==> src/rtl/lsu_mem_ctrl_if.sv <==
// Bus bundles for the load/store unit: datapath request/response side and
// the word-wide data-memory side with valid/ack handshake.
interface lsu_req_if #(parameter int ADDR_W = 32);
  logic              req_valid;
  logic              req_ready;
  logic              req_we;
  logic [2:0]        req_funct3;
  logic [ADDR_W-1:0] req_addr;
  logic [31:0]       req_wdata;
  logic              stall;
  logic              resp_valid;
  logic [31:0]       resp_rdata;
  logic              resp_err;

  modport master (output req_valid, req_we, req_funct3, req_addr, req_wdata,
                  input  req_ready, stall, resp_valid, resp_rdata, resp_err);
  modport slave  (input  req_valid, req_we, req_funct3, req_addr, req_wdata,
                  output req_ready, stall, resp_valid, resp_rdata, resp_err);
endinterface

interface lsu_mem_if #(parameter int ADDR_W = 32);
  logic              mem_req;
  logic              mem_we;
  logic [ADDR_W-1:0] mem_addr;
  logic [31:0]       mem_wdata;
  logic [3:0]        mem_be;
  logic              mem_ack;
  logic [31:0]       mem_rdata;

  modport master (output mem_req, mem_we, mem_addr, mem_wdata, mem_be,
                  input  mem_ack, mem_rdata);
  modport slave  (input  mem_req, mem_we, mem_addr, mem_wdata, mem_be,
                  output mem_ack, mem_rdata);
endinterface

==> src/rtl/lsu_mem_ctrl.sv <==
// Multi-cycle RV32I load/store unit: formats stores, extracts loads, waits on
// the memory ack with a timeout, and stalls the datapath until the response.
//
// state  | meaning
// IDLE   | ready for a request; captures it and checks legality
// ACCESS | mem_req held until mem_ack or timeout
// RESP   | one-cycle resp_valid pulse, then back to IDLE
module lsu_mem_ctrl #(
  parameter int ADDR_W      = 32,
  parameter int TIMEOUT_CYC = 16
) (
  input  logic      clk,
  input  logic      reset,
  lsu_req_if.slave  req,
  lsu_mem_if.master mem
);

  typedef enum logic [1:0] {S_IDLE, S_ACCESS, S_RESP} state_t;

  localparam int CNT_W = (TIMEOUT_CYC > 1) ? $clog2(TIMEOUT_CYC) : 1;
  localparam logic [CNT_W-1:0] TC_LAST = CNT_W'((TIMEOUT_CYC > 0) ? TIMEOUT_CYC - 1 : 0);
  localparam bit TO_EN = (TIMEOUT_CYC != 0);

  state_t            state;
  logic [CNT_W-1:0]  cnt;
  logic              we_q;
  logic [2:0]        f3_q;
  logic [ADDR_W-1:0] addr_q;
  logic [31:0]       wdata_q;
  logic [3:0]        be_q;
  logic [31:0]       rdata_q;
  logic              err_q;

  function automatic logic is_illegal(input logic we, input logic [2:0] f3, input logic [1:0] lane);
    logic bad;
    case (f3)
      3'b000:  bad = 1'b0;
      3'b001:  bad = lane[0];
      3'b010:  bad = (lane != 2'b00);
      3'b100:  bad = we;
      3'b101:  bad = we | lane[0];
      default: bad = 1'b1;
    endcase
    return bad;
  endfunction

  // Returns {byte_enables, lane-replicated data}; loads get no enables.
  function automatic logic [35:0] store_fmt(input logic we, input logic [2:0] f3,
                                            input logic [1:0] lane, input logic [31:0] wd);
    logic [35:0] r;
    r = {4'b0000, wd};
    if (we) begin
      case (f3[1:0])
        2'b00:   r = {4'b0001 << lane, {4{wd[7:0]}}};
        2'b01:   r = {(lane[1] ? 4'b1100 : 4'b0011), {2{wd[15:0]}}};
        default: r = {4'b1111, wd};
      endcase
    end
    return r;
  endfunction

  function automatic logic [31:0] load_extract(input logic [31:0] word, input logic [2:0] f3,
                                               input logic [1:0] lane);
    logic [7:0]  b;
    logic [15:0] h;
    logic [31:0] r;
    b = 8'(word >> {lane, 3'b000});
    h = lane[1] ? word[31:16] : word[15:0];
    case (f3)
      3'b000:  r = {{24{b[7]}}, b};
      3'b100:  r = {24'h0, b};
      3'b001:  r = {{16{h[15]}}, h};
      3'b101:  r = {16'h0, h};
      default: r = word;
    endcase
    return r;
  endfunction

  always_ff @(posedge clk or negedge reset) begin
    if (!reset) begin
      state   <= S_IDLE;
      cnt     <= '0;
      we_q    <= 1'b0;
      f3_q    <= 3'b000;
      addr_q  <= '0;
      wdata_q <= '0;
      be_q    <= 4'b0000;
      rdata_q <= '0;
      err_q   <= 1'b0;
    end else begin
      case (state)
        S_IDLE: begin
          cnt <= '0;
          if (req.req_valid) begin
            we_q            <= req.req_we;
            f3_q            <= req.req_funct3;
            addr_q          <= req.req_addr;
            {be_q, wdata_q} <= store_fmt(req.req_we, req.req_funct3, req.req_addr[1:0], req.req_wdata);
            rdata_q         <= '0;
            if (is_illegal(req.req_we, req.req_funct3, req.req_addr[1:0])) begin
              err_q <= 1'b1;
              state <= S_RESP;
            end else begin
              err_q <= 1'b0;
              state <= S_ACCESS;
            end
          end
        end
        S_ACCESS: begin
          // ack is checked first so it wins over a coincident timeout
          if (mem.mem_ack) begin
            rdata_q <= we_q ? 32'h0 : load_extract(mem.mem_rdata, f3_q, addr_q[1:0]);
            err_q   <= 1'b0;
            state   <= S_RESP;
          end else if (TO_EN && cnt == TC_LAST) begin
            rdata_q <= '0;
            err_q   <= 1'b1;
            state   <= S_RESP;
          end else begin
            cnt <= cnt + 1'b1;
          end
        end
        default: begin
          rdata_q <= '0;
          err_q   <= 1'b0;
          cnt     <= '0;
          state   <= S_IDLE;
        end
      endcase
    end
  end

  assign req.req_ready  = (state == S_IDLE);
  assign req.stall      = reset & (((state == S_IDLE) & req.req_valid) | (state == S_ACCESS));
  assign req.resp_valid = (state == S_RESP);
  assign req.resp_rdata = (state == S_RESP) ? rdata_q : 32'h0;
  assign req.resp_err   = (state == S_RESP) & err_q;

  assign mem.mem_req   = (state == S_ACCESS);
  assign mem.mem_we    = (state == S_ACCESS) & we_q;
  assign mem.mem_addr  = {addr_q[ADDR_W-1:2], 2'b00};
  assign mem.mem_wdata = wdata_q;
  assign mem.mem_be    = be_q;

endmodule
==> src/flat_wrapper.sv <==
// flat-port wrapper written by rule: the top's interface ports become plain ports
module lsu_mem_ctrl_flat 
#(
  parameter int ADDR_W      = 32,
  parameter int TIMEOUT_CYC = 16
)
  (clk, reset, req_req_valid, req_req_we, req_req_funct3, req_req_addr, req_req_wdata, req_req_ready, req_stall, req_resp_valid, req_resp_rdata, req_resp_err, mem_mem_req, mem_mem_we, mem_mem_addr, mem_mem_wdata, mem_mem_be, mem_mem_ack, mem_mem_rdata);
  lsu_req_if #(.ADDR_W(ADDR_W)) req_i ();
  lsu_mem_if #(.ADDR_W(ADDR_W)) mem_i ();
  input  logic clk;
  input  logic reset;
  input wire logic [$bits(req_i.req_valid)-1:0] req_req_valid;
  input wire logic [$bits(req_i.req_we)-1:0] req_req_we;
  input wire logic [$bits(req_i.req_funct3)-1:0] req_req_funct3;
  input wire logic [$bits(req_i.req_addr)-1:0] req_req_addr;
  input wire logic [$bits(req_i.req_wdata)-1:0] req_req_wdata;
  output wire logic [$bits(req_i.req_ready)-1:0] req_req_ready;
  output wire logic [$bits(req_i.stall)-1:0] req_stall;
  output wire logic [$bits(req_i.resp_valid)-1:0] req_resp_valid;
  output wire logic [$bits(req_i.resp_rdata)-1:0] req_resp_rdata;
  output wire logic [$bits(req_i.resp_err)-1:0] req_resp_err;
  output wire logic [$bits(mem_i.mem_req)-1:0] mem_mem_req;
  output wire logic [$bits(mem_i.mem_we)-1:0] mem_mem_we;
  output wire logic [$bits(mem_i.mem_addr)-1:0] mem_mem_addr;
  output wire logic [$bits(mem_i.mem_wdata)-1:0] mem_mem_wdata;
  output wire logic [$bits(mem_i.mem_be)-1:0] mem_mem_be;
  input wire logic [$bits(mem_i.mem_ack)-1:0] mem_mem_ack;
  input wire logic [$bits(mem_i.mem_rdata)-1:0] mem_mem_rdata;
  assign req_i.req_valid = req_req_valid;
  assign req_i.req_we = req_req_we;
  assign req_i.req_funct3 = req_req_funct3;
  assign req_i.req_addr = req_req_addr;
  assign req_i.req_wdata = req_req_wdata;
  assign req_req_ready = req_i.req_ready;
  assign req_stall = req_i.stall;
  assign req_resp_valid = req_i.resp_valid;
  assign req_resp_rdata = req_i.resp_rdata;
  assign req_resp_err = req_i.resp_err;
  assign mem_mem_req = mem_i.mem_req;
  assign mem_mem_we = mem_i.mem_we;
  assign mem_mem_addr = mem_i.mem_addr;
  assign mem_mem_wdata = mem_i.mem_wdata;
  assign mem_mem_be = mem_i.mem_be;
  assign mem_i.mem_ack = mem_mem_ack;
  assign mem_i.mem_rdata = mem_mem_rdata;
  lsu_mem_ctrl #(.ADDR_W(ADDR_W), .TIMEOUT_CYC(TIMEOUT_CYC)) u_core (.clk(clk), .reset(reset), .req(req_i), .mem(mem_i));
endmodule
==> config.mk <==
export PLATFORM = sky130hd
export DESIGN_NAME = lsu_mem_ctrl_flat
export DESIGN_NICKNAME = d
export VERILOG_FILES = /design/src/rtl/lsu_mem_ctrl_if.sv /design/src/rtl/lsu_mem_ctrl.sv /design/src/flat_wrapper.sv
export SDC_FILE = /design/constraint.sdc
export NUM_CORES = 1
export LEC_CHECK = 0
export CAP_MARGIN = 10
export CORE_MARGIN = 2
export CORE_UTILIZATION = 46
export CTS_BUF_LIST = sky130_fd_sc_hd__clkbuf_8
export DETAILED_ROUTE_END_ITERATION = 7
export MAX_ROUTING_LAYER = met4
export PLACE_DENSITY = 0.86
export SLEW_MARGIN = 20
export SYNTH_ARGS = -nofsm -noshare
export SYNTH_HDL_FRONTEND = slang
export SYNTH_SLANG_ARGS = --single-unit
==> constraint.sdc <==
create_clock -name clk -period 2.25 [get_ports clk]
set_clock_uncertainty 0.15 [all_clocks]
set_input_delay 0.3375 -clock clk [delete_from_list [all_inputs] [get_ports clk]]
set_output_delay 0.3375 -clock clk [all_outputs]
set_load 0.01 [all_outputs]
==> flow_summary.yaml, run 1 <==
status:
  outcome: "completed"
synthesis:
  synth_flop_cell: "dfrtp_1"
  synth_top_area_share_pct: 50.45
  async_flop_share_pct: 100.0
  ys_ff_latch: 111
  ys_warn_count: 0
  synth.most_common_cell: "nand2_1"
  yosysUniqueCellTypes: 48
  synth_edf_count: 0
  synthTopCellsByArea: "dfrtp_1 50%, nand2_1 12%, buf_4 4.4%"
  synth_area_leader_cell: "dfrtp_1"
  synth_commonest_cells: "174 x nand2_1, 111 x dfrtp_1, 40 x nor2_1"
  synthCells: 608
  netlist_area_um2: 5505
  syn_avg_cell_area_um2: 9.055
  seq_area_frac_synth_pct: 50.45
grt:
  grt_pass1_vias: 5088
  grt_max_degree: 112
  grt_antenna_before_repair: 0
  overflow: 0
  grt_pass1_wl_mm: 25.77
  grt_usage_pct: 26.15
placed_design:
  numPortBuffers: 207
  place_ws_ns: -0.1448
  gp_congestion: 0.9260
  dp_hpwl_mm: 11.68
sta:
  fmax_mhz: 475.8
  finalHoldViolations: 0
  period_minus_slack_ns: 2.102
  holdWs_ns: 0.3305
  min_period_over_period_pct: 93.40
  setup_slack_ns: 0.1485
  maxSlewViolCount: 0
  maxSlewHeadroom_pct: 49.28
  setup_viol: 0
  rsz0062_at_grt: "no"
  fin_setup_tns_ns: 0
  tightest_slew_ns: 0.7607
setup_path:
  cp_slowest_stage_delay_ns: 0.43
  start_kind: "flip-flop"
  crit_path_cell_trace: "buf_4 -> nand2b_2 -> nor2_1 -> dlygate4sd2_1"
  cp_data_required_time_ns: 1.76
  slowest_stage: "dfrtp_1"
  worstPathArrival_ns: 1.61
  setup.worst_path.end_class: "primary output"
  crit_fanout: 7
  crit_family: "buffers and inverters"
  crit_buf_inv: 2
  crit_type: "reg -> out"
clocking:
  post-cts-setup-buffer-count: 0
  root_buffer: "clkbuf_8"
  cts_tree: "done"
  clkTransAtPathRegs_ns: 0.10
  cts.htree.levels: 3
  numCtsBuffers: 9
  clockBufferDepth: 2
  cts.sinks: 111
  clk_latency_ns: 0.37
power_and_ir_drop:
  p_leak_nw: 3.671
  p_per_area_nw_per_um2: 804.0
  power_mw: 6.207
  ir_drop_v: 0.0004972
detailed_routing:
  vias: 5016
  finalWirelength_mm: 15.87
  drtIter0Drc: 279
  wl_per_cell_um: 17.16
  drc: 0
  detail-route-antenna-nets: 0
  drt_pass1_iterations: 5
  vias_per_cell: 5.423
finish:
  diodes: 0
  fin_util_pct: 66.75
  drive_gt1_share_pct: 7.161
  fin_nets: 882
  area_growth_pct: 40.23
floorplanning:
  core_um2: 11560
  pin_count: 210
  start_util_pct: 47.60
  die_h_um: 113.4
  die_w_um: 113.4
  die_area_um2: 12860
  rows: 39
job:
  max_cap_violations: 0
worst_hold_path:
  hold_class: "reg -> reg"
-- stage by stage --
step	instances	area, um^2
final	925	7720
after global routing	925	7720
after CTS	925	7721
after detailed placement	908	7557
after global placement	908	7557
after floorplan	609	5509
-- where the power goes --
| group | internal [mW] | switching [mW] |
|---|---|---|
| logic | 1.20 | 1.15 |
| registers | 2.40 | 0.259 |
| clock network | 0.508 | 0.684 |
-- worst register-to-register path: stages (launching register included) --
cell      delay [ns]
dfrtp_1         0.43
buf_4           0.16
nor4bb_2        0.26
buf_4           0.17
nand2_1         0.06
a21oi_2         0.49
a221o_1         0.22
-- flip-flops by register name (all words and copies together), names as in the netlist --
signal / count
u_core.addr_q: 32
u_core.cnt: 4
u_core.state: 2
u_core.mem.mem_wdata: 32
u_core.err_q: 1
u_core.rdata_q: 32
u_core.we_q: 1
u_core.f3_q: 3
u_core.mem.mem_be: 4
-- final cells by class --
type	instances	area (um^2)
fill	875	3845
tap	143	178.9
clock buffer	9	123.9
sequential	111	2778
timing repair buffer	229	2241
multi-input combinational	420	2311
clock inverter	7	65.06
inverter	6	22.52
-- metal layers --
layer	GRT usage, %	vias to the layer above	part of all wire, %
li1	-	2351	-
met1	32.25	2407	42
met2	42.91	233	48
met3	5.579	25	8.1
met4	9.350	0	2.4
met5	-	-	0
-- what timing repair did --
action                                  in CTS  in global routing
hold buffers                                 1                  0
resized for setup                           39                  3
endpoints found under the setup margin      37                  2
hold endpoints to repair                   111                  0
-- path summary, 6_finish.rpt --
kind	start	endpoint	slack, ns	depth (start not counted)
max	u_core.state[1]	mem_mem_we	0.15	4
max in group asynchronous	reset	u_core.mem.mem_wdata[3]	1.03	3
max reg2reg	u_core.state[1]	u_core.rdata_q[26]	0.27	6
min reg2reg	u_core.rdata_q[13]	u_core.rdata_q[13]	0.33	1
min in group asynchronous	reset	u_core.rdata_q[24]	0.48	3
min	u_core.rdata_q[13]	u_core.rdata_q[13]	0.33	1
-- cell families (layout without fill, tap and decap cells) --
kind of cell | count (synthesis) | after routing | synth area share, %
mux | 8 | 8 | 1.795
flops | 111 | 111 | 50.45
buf+inv | 78 | 251 | 8.113
compound gates | 121 | 121 | 16.11
simple gates | 286 | 286 | 22.91
xor+xnor | 2 | 2 | 0.3182
fa+ha+maj | 1 | 1 | 0.2272
other cells | 1 | 2 | 0.06812
-- cell usage in the layout, fill, tap and decap left out, types with 5 or more instances in the layout --
master and count:
a211oi_1 12, a21o_1 6, a21oi_1 15, a221o_1 15, a31oi_1 9, and2_1 37, buf_4 18, clkbuf_8 9
clkdlybuf4s50_1 169, dfrtp_1 111, dlygate4sd2_1 35, inv_1 7, mux2_2 5, nand2_1 174, nand2b_1 8, nor2_1 38
nor2b_1 11, o21ai_0 18, o2bb2ai_1 7, o31ai_1 16
No activity file was read; power rests on OpenSTA's default activity.
==> inputs of run 2 (changes only) <==
--- a/config.mk
+++ b/config.mk
@@ -12,7 +12,7 @@
 export DETAILED_ROUTE_END_ITERATION = 7
 export MAX_ROUTING_LAYER = met4
 export PLACE_DENSITY = 0.86
-export SLEW_MARGIN = 20
+export SLEW_MARGIN = 40
 export SYNTH_ARGS = -nofsm -noshare
 export SYNTH_HDL_FRONTEND = slang
 export SYNTH_SLANG_ARGS = --single-unit
==> results of run 2 <==
Same layout as run 1: the final DEF is identical, and so are final timing and power.
